--- src/rtl/package_settings.sv ---
// package_settings: shared datapath widths
package package_settings;
  localparam int SIZE_DATA = 16;
endpackage

--- src/rtl/sqrt_scheduler.sv ---
// sqrt_scheduler: round-robin sharing of one pipelined sqrt unit among NUM_REQ requesters
module sqrt_scheduler
  import package_settings::*;
#(
  parameter int NUM_REQ      = 4,
  parameter int SQRT_LATENCY = 18
) (
  input  logic                          clk,
  input  logic                          reset,
  input  logic                          enable,
  input  logic [NUM_REQ-1:0]            req_valid,
  input  logic [NUM_REQ*SIZE_DATA-1:0]  req_data,
  output logic [NUM_REQ-1:0]            req_ready,
  output logic [SIZE_DATA-1:0]          sqrt_in_data,
  input  logic signed [SIZE_DATA-1:0]   sqrt_out_data,
  output logic [NUM_REQ-1:0]            rsp_valid,
  output logic signed [SIZE_DATA-1:0]   rsp_data,
  output logic                          busy
);
  localparam int IW = $clog2(NUM_REQ);
  logic [IW-1:0]         last_grant;
  logic [IW-1:0]         grant_idx;
  logic                  grant;
  logic [SQRT_LATENCY:0] tag_v;
  logic [IW-1:0]         tag_i [SQRT_LATENCY+1];
  always_comb begin
    grant     = 1'b0;
    grant_idx = '0;
    req_ready = '0;
    for (int k = 0; k < NUM_REQ; k++) begin
      if (enable && reset && !grant && req_valid[(int'(last_grant) + 1 + k) % NUM_REQ]) begin
        grant     = 1'b1;
        grant_idx = IW'((int'(last_grant) + 1 + k) % NUM_REQ);
      end
    end
    req_ready[grant_idx] = grant;
  end
  always_ff @(posedge clk or negedge reset) begin
    if (!reset) begin
      last_grant   <= IW'(NUM_REQ - 1);
      sqrt_in_data <= '0;
      tag_v        <= '0;
      rsp_valid    <= '0;
      rsp_data     <= '0;
    end else begin
      if (grant) begin
        last_grant   <= grant_idx;
        sqrt_in_data <= req_data[grant_idx*SIZE_DATA +: SIZE_DATA];
      end
      tag_v     <= {tag_v[SQRT_LATENCY-1:0], grant};
      rsp_valid <= tag_v[SQRT_LATENCY] ? NUM_REQ'(1) << tag_i[SQRT_LATENCY] : '0;
      if (tag_v[SQRT_LATENCY]) rsp_data <= sqrt_out_data;
    end
  end
  // Indices need no reset: they are only consumed alongside a valid bit.
  always_ff @(posedge clk) begin
    tag_i[0] <= grant_idx;
    for (int k = 1; k <= SQRT_LATENCY; k++) tag_i[k] <= tag_i[k-1];
  end
  assign busy = |tag_v | |rsp_valid;
endmodule

--- config.mk ---
export PLATFORM = sky130hd
export DESIGN_NAME = sqrt_scheduler
export DESIGN_NICKNAME = d
export VERILOG_FILES = /design/src/rtl/package_settings.sv /design/src/rtl/sqrt_scheduler.sv
export SDC_FILE = /design/constraint.sdc
export NUM_CORES = 1
export LEC_CHECK = 0
export ABC_CLOCK_PERIOD_IN_PS = 4150
export BUFFER_PORTS_ARGS = -buffer_cell sky130_fd_sc_hd__buf_4
export CAP_MARGIN = 20
export CORE_ASPECT_RATIO = 1.4
export CORE_UTILIZATION = 52
export DETAILED_ROUTE_END_ITERATION = 12
export PLACE_DENSITY = 0.94
export SLEW_MARGIN = 30
export SYNTH_ARGS = -nofsm -noshare
export SYNTH_HDL_FRONTEND = slang
export SYNTH_SLANG_ARGS = --single-unit
export TNS_END_PERCENT = 10
--- constraint.sdc ---
create_clock -name clk -period 4.15 [get_ports clk]
set_input_delay 0.6225 -clock clk [delete_from_list [all_inputs] [get_ports clk]]
set_output_delay 0.6225 -clock clk [all_outputs]
set_load 0.05 [all_outputs]
---- Yosys cells after proc, flatten, opt, wreduce, memory -nomap -nowiden ----
Memory sizes are Yosys's and may differ from the RTL's.
Index checks and enable logic that the tools add are counted.
word-level totals
  output and inout bits ................... 41
  word-level logic and storage cells ...... 65
  input port bits ......................... 87
  memories kept ........................... 1
  bits in registers ....................... 57
  memory bits (writable) .................. 38
cells by class
  bitwise gates (word level) .............. 6
  shift-type cells ........................ 2
  $lt $le $gt $ge ......................... 6
  reductions and logical operators ........ 18
  mux-type cells .......................... 23
  add/subtract/negate cells ............... 4
memory list
  name   depth  bits a word  rd ports  clocked after Yosys merged registers in  write ports  line                  source
  tag_i  19     2            19        0                                        19           sqrt_scheduler.sv:25  logic [IW-1:0] tag_i [SQRT_LATENCY+1];
operator list
  kind                                                                                  count
  64-bit by 7-bit indexed part select with 16-bit output                                1
  19-bit OR reduction                                                                   1
  3-bit by 4-bit < comparator with 1-bit output (second input constant)                 4
  1-bit 2-to-1 mux                                                                      13
  1-bit logical AND                                                                     9
  1-bit binary-select mux with 2-bit select                                             4
  2-bit 2-to-1 mux                                                                      4
  2-bit OR reduction                                                                    4
  2-bit by 1-bit adder with 2-bit output (second input constant)                        2
  2-bit adder (second input constant)                                                   2
  1-bit bitwise AND (first input constant)                                              4
  4-bit bitwise AND                                                                     1
  4-bit 2-to-1 mux                                                                      1
  4-bit OR reduction                                                                    1
  1-bit by 2-bit left shift with 4-bit output (first input constant)                    1
  1-bit zero test                                                                       3
  2-bit by 3-bit < comparator with 1-bit output (second input constant)                 1
  1-bit demux with 2-bit select                                                         1
  2-bit by 1-bit greater-or-equal comparator with 1-bit output (second input constant)  1
  1-bit bitwise OR                                                                      1

---- Logic depth before layout (Yosys ltp) ----
  depth in word-level cells ............... 25
  mapped depth ............................ 8
  gate-level depth less buffers ........... 5

---- Least setup slack after synthesis ----
Ideal clock, no wire load.
  path kind ............................... input to output
  start ................................... in req_valid[3]
  end ..................................... out req_ready[0]
  path buffers ............................ 2
  stages on the path ...................... 6
  slack ................................... 0.285 ns
  required time ........................... 3.527 ns
  data arrival time ....................... 3.242 ns
  path through ............................ clkbuf_1 > a2111oi_0 > o2111a_1 > or2_2 > buf_4 > nor4_1
between the ends
  word-level cells in the longest chain between the ends .. 22
  elaborated cells between the ends (all ways) .. 36
  those cells by class .................... 2 x order compare; 22 x mux; 1 x bitwise; 11 x reduce/logical
RTL lines
  item                                                                                                                                                 line                  source
  from (decl)                                                                                                                                          sqrt_scheduler.sv:11  input logic [NUM_REQ-1:0] req_valid,
  1-bit binary-select mux with 2-bit select                                                                                                            sqrt_scheduler.sv:31  if (enable && reset && !grant && req_valid[(int'(last_grant) + 1 + k) % NUM_REQ]) begin
  1-bit 2-to-1 mux (not written as such) (2 in a row)                                                                                                  sqrt_scheduler.sv:31
  1-bit logical AND                                                                                                                                    sqrt_scheduler.sv:31
  1-bit 2-to-1 mux                                                                                                                                     sqrt_scheduler.sv:31
  1-bit zero test                                                                                                                                      sqrt_scheduler.sv:31
  1-bit logical AND (2 in a row)                                                                                                                       sqrt_scheduler.sv:31
  1-bit 2-to-1 mux                                                                                                                                     sqrt_scheduler.sv:31
  1-bit zero test                                                                                                                                      sqrt_scheduler.sv:31
  [4 not listed]                                                                                                                                       n/a
  1-bit logical AND (2 in a row)                                                                                                                       sqrt_scheduler.sv:31
  2-bit 2-to-1 mux *                                                                                                                                   sqrt_scheduler.sv:31
  named net grant_idx[1]                                                                                                                               sqrt_scheduler.sv:22  logic [IW-1:0] grant_idx;
  2-bit by 3-bit < comparator with 1-bit output (not written as such) or 2-bit by 1-bit greater-or-equal comparator with 1-bit output (tied branches)  sqrt_scheduler.sv:36  req_ready[grant_idx] = grant;
  1-bit logical AND (not written as such)                                                                                                              sqrt_scheduler.sv:36
  1-bit 2-to-1 mux (not written as such)                                                                                                               sqrt_scheduler.sv:36
  1-bit demux with 2-bit select *                                                                                                                      sqrt_scheduler.sv:36
  4-bit bitwise AND (no source line) *                                                                                                                 n/a
  to (decl)                                                                                                                                            sqrt_scheduler.sv:13  output logic [NUM_REQ-1:0] req_ready,
The timed path passes the listed nets; every way through them passes the cells marked *. The select of a mux whose other input is x is not followed.

---- Worst setup path after layout ----
  start ................................... reg last_grant[0]
  end ..................................... out req_ready[2]
between the ends
  word-level cells in the longest chain between the ends .. 23
  elaborated cells between the ends (all ways) .. 40
  those cells by class .................... 4 x add/sub; 2 x order compare; 22 x mux; 1 x bitwise; 11 x reduce/logical
RTL lines
  item                                                                                                                                                 line                                        source
  from (decl)                                                                                                                                          sqrt_scheduler.sv:21                        logic [IW-1:0] last_grant;
  from (signal assigned)                                                                                                                               sqrt_scheduler.sv:40                        last_grant <= IW'(NUM_REQ - 1);
  from (signal assigned)                                                                                                                               sqrt_scheduler.sv:47                        last_grant <= grant_idx;
  2-bit by 1-bit adder with 2-bit output *                                                                                                             sqrt_scheduler.sv:31, sqrt_scheduler.sv:33
  1-bit binary-select mux with 2-bit select                                                                                                            sqrt_scheduler.sv:31
  1-bit 2-to-1 mux (not written as such) (2 in a row)                                                                                                  sqrt_scheduler.sv:31
  1-bit logical AND                                                                                                                                    sqrt_scheduler.sv:31
  1-bit 2-to-1 mux                                                                                                                                     sqrt_scheduler.sv:31
  1-bit zero test                                                                                                                                      sqrt_scheduler.sv:31
  1-bit logical AND (2 in a row)                                                                                                                       sqrt_scheduler.sv:31
  1-bit 2-to-1 mux                                                                                                                                     sqrt_scheduler.sv:31
  [4 not listed]                                                                                                                                       n/a
  1-bit zero test                                                                                                                                      sqrt_scheduler.sv:31
  1-bit logical AND (2 in a row)                                                                                                                       sqrt_scheduler.sv:31
  2-bit 2-to-1 mux                                                                                                                                     sqrt_scheduler.sv:31
  2-bit by 3-bit < comparator with 1-bit output (not written as such) or 2-bit by 1-bit greater-or-equal comparator with 1-bit output (tied branches)  sqrt_scheduler.sv:36
  1-bit logical AND (not written as such)                                                                                                              sqrt_scheduler.sv:36
  1-bit 2-to-1 mux (not written as such)                                                                                                               sqrt_scheduler.sv:36
  1-bit demux with 2-bit select                                                                                                                        sqrt_scheduler.sv:36
  4-bit bitwise AND (no source line) *                                                                                                                 n/a
Mark *: on every way between the ends. The rest lies on a longest branch, timed or not. The select of a mux whose other input is x is not followed.

==> results.cfg <==
[status]
status = finished clean

[sta]
grt_setup_unrepaired = false
holdWs_ns = 0.335
tightest_slew_ns = 0.775
fin_skew_ns = 0.0136
finalHoldViolations = 0
setup_viol = 0
period_minus_slack_ns = 3.45
setup-tns-final_ns = 0
fin_crit_sh_pct = 83.1
fmax_mhz = 290
relSlewSlack_pct = 48.3
finalMaxSlewViolations = 0
layout_setup_ws_ns = 0.703

[floorplanning]
die_h_um = 97.3
ios = 128
dieWidth_um = 70.1
core_mm2 = 0.00625
placementRows = 34
initial_utilization_pct = 54.0
die_area_mm2 = 0.00682

[critical_path]
cp.required_ns = 3.53
start_kind = flop
worstRegToRegCells = 5
slowest_delay_ns = 0.47
worst-path-buf-inv = 1
path_delay_family = simple AND/OR/NAND/NOR gates
path_class = flop to output pin
path_depth = 6
crit_slowest_cell = a2111oi_0
crit_fanout = 21
end_kind = output pin
cp_cell_sequence = or3b_1 > a2111oi_0 > o2111a_1 > or2_2 > and3_1 > buf_4
worstPathArrival_ns = 2.82

[power]
switchingPower_w = 0.000846
p_int_w = 0.00155
p_comb_share_pct = 28.1
switching_share_pct = 35.3
pwr-share-seq_pct = 47.1
p_leak_nw = 2.32
clkPwrFrac_pct = 24.8
p_per_area_mw_per_mm2 = 520
ir_worst_vdd_uv = 290

[cts]
worstSkewPairLatency_ns = 0.35
cts_root_buffer = clkbuf_8
cts_setup_buffers = 0
ctsHoldBuffers = 0
htree_levels = 3
numCtsBuffers = 9
clkTransAtPathRegs_ns = 0.09
clock_sink_count = 95
clockBufferDepth = 2
cts_resized = 0
cts_tree = built

[routing]
viasPerCell = 5.43
drt-pass1-iter-count = 4
vias = 2454
detail-route-antenna-nets = 0
drtIter0Drc = 124
drt_drc_violations_left = 0
routed_wl_um = 7360
routedWlPerCell_um = 16.3

[finish]
final_area_mm2 = 0.00460
diodes = 0
num-fill-cells = 442
syn_to_final_growth_pct = 36.3
drive_gt1_share_pct = 47.6
nets = 462

[min_path]
hold_path.class = flop to flop
hold_depth = 0

[logic_synthesis]
avgSynthCellArea_um2 = 13.9
yosysMostFrequentCell = dfrtp_1
synth-edff-count = 0
synth_area_leaders = dfrtp_1 41%, dfxtp_1 23%, mux2i_1 9.8%
synth_commonest_cells = 55 x dfrtp_1, 38 x dfxtp_1, 33 x mux2i_1, 24 x nor2_1, 16 x mux2_2
synthDominantCellAreaShare_pct = 40.8
syn_area_mm2 = 0.00337
synthArstFlopShare_pct = 60.0
yosysWarnings = 0
syn_nets = 330
ys_seq_area_share_pct = 64.9
synth_flop_cell = dfrtp_1
synth.largest_area_cell = dfrtp_1
ys_seq_elements = 95
synth.distinct_cells = 36
syn-instance-count = 243

[global_route]
grt_usage_pct = 22.7
gr-total-overflow = 0
grt_first_pass_wirelength_um = 11800
antenna_found_initial = 0
grt_pass1_vias = 2491
grt_max_degree = 58

[run]
cap_viol_max_count = 0

[placed_design]
dpl_cell_area_mm2 = 0.00439
place.gp.congestion = 0.730
dp.final_hpwl_um = 5540
numPortBuffers = 127
pre_cts_slack_ns = 0.739
==> cell families after synthesis <==
group / after synthesis / share of synthesized area (%)
simple gates: 54 / 8.34
flops: 95 / 64.9
mux: 49 / 15.1
compound gates: 29 / 8.79
buf+inv: 16 / 2.85
==> metrics by stage <==
stage	utilization, %	power (W)	std cells
2_1_floorplan	-	0.00158	243
3_3_place_gp	70.1	0.00180	434
3_5_place_dp	70.2	0.00182	436
4_1_cts	73.6	0.00242	452
5_1_grt	73.6	0.00250	452
6_report	73.6	0.00239	452
==> sequential cells by signal, summed over array words and instances (netlist names) <==
signal	cells
rsp_valid	4
last_grant	2
tag_i	38
rsp_data	16
tag_v	19
sqrt_in_data	16
==> power by group through the flow <==
stage | registers (W) | clock network [W] | logic, W
3_3_place_gp | 0.00114 | 0 | 0.000660
4_1_cts | 0.00113 | 0.000612 | 0.000677
2_1_floorplan | 0.00136 | 0 | 0.000214
6_report | 0.00113 | 0.000595 | 0.000672
5_1_grt | 0.00114 | 0.000650 | 0.000705
3_5_place_dp | 0.00114 | 0 | 0.000678
==> layout by cell type (no fill, tap or decap), types with 3 or more instances in the layout <==
cell type	netlist	layout
mux2_2	16	16
a221oi_2	10	10
nand2_1	6	6
a21oi_1	3	3
inv_8	0	3
a221oi_1	6	6
buf_4	2	133
dfxtp_1	38	38
dfrtp_1	55	55
mux2i_1	33	33
clkbuf_8	0	9
nor2_1	24	24
nor4_1	8	8
==> routing by layer <==
layer	track usage, %	vias to the layer above	share of wire (%)
met5	0	-	0
met4	7.85	0	1.0
met3	4.05	7	4.8
met2	41.5	100	55
met1	26.3	1203	39
li1	-	1144	-
==> cell type report <==
cell class | instances | area (um^2) | share of cell area [%]
flip-flops and latches | 95 | 2190 | 47.6
multi-input cells | 132 | 1100 | 23.9
repair buffers | 135 | 1010 | 21.9
clock buffers | 9 | 124 | 2.69
well taps | 72 | 90.1 | 1.96
clock inverters | 7 | 83.8 | 1.82
inverters | 2 | 7.51 | 0.163
==> worst paths after layout <==
path,from,to,slack (ns)
min in group asynchronous,reset,tag_v[3],0.45
worst max register to register,last_grant[0],sqrt_in_data[4],1.78
max in group asynchronous,reset,sqrt_in_data[1],3.24
worst min-delay path,tag_i[8][0],tag_i[9][0],0.33
worst max-delay path,last_grant[0],req_ready[2],0.70
worst min register to register,tag_i[8][0],tag_i[9][0],0.33
(Power assumes the default switching activity.)
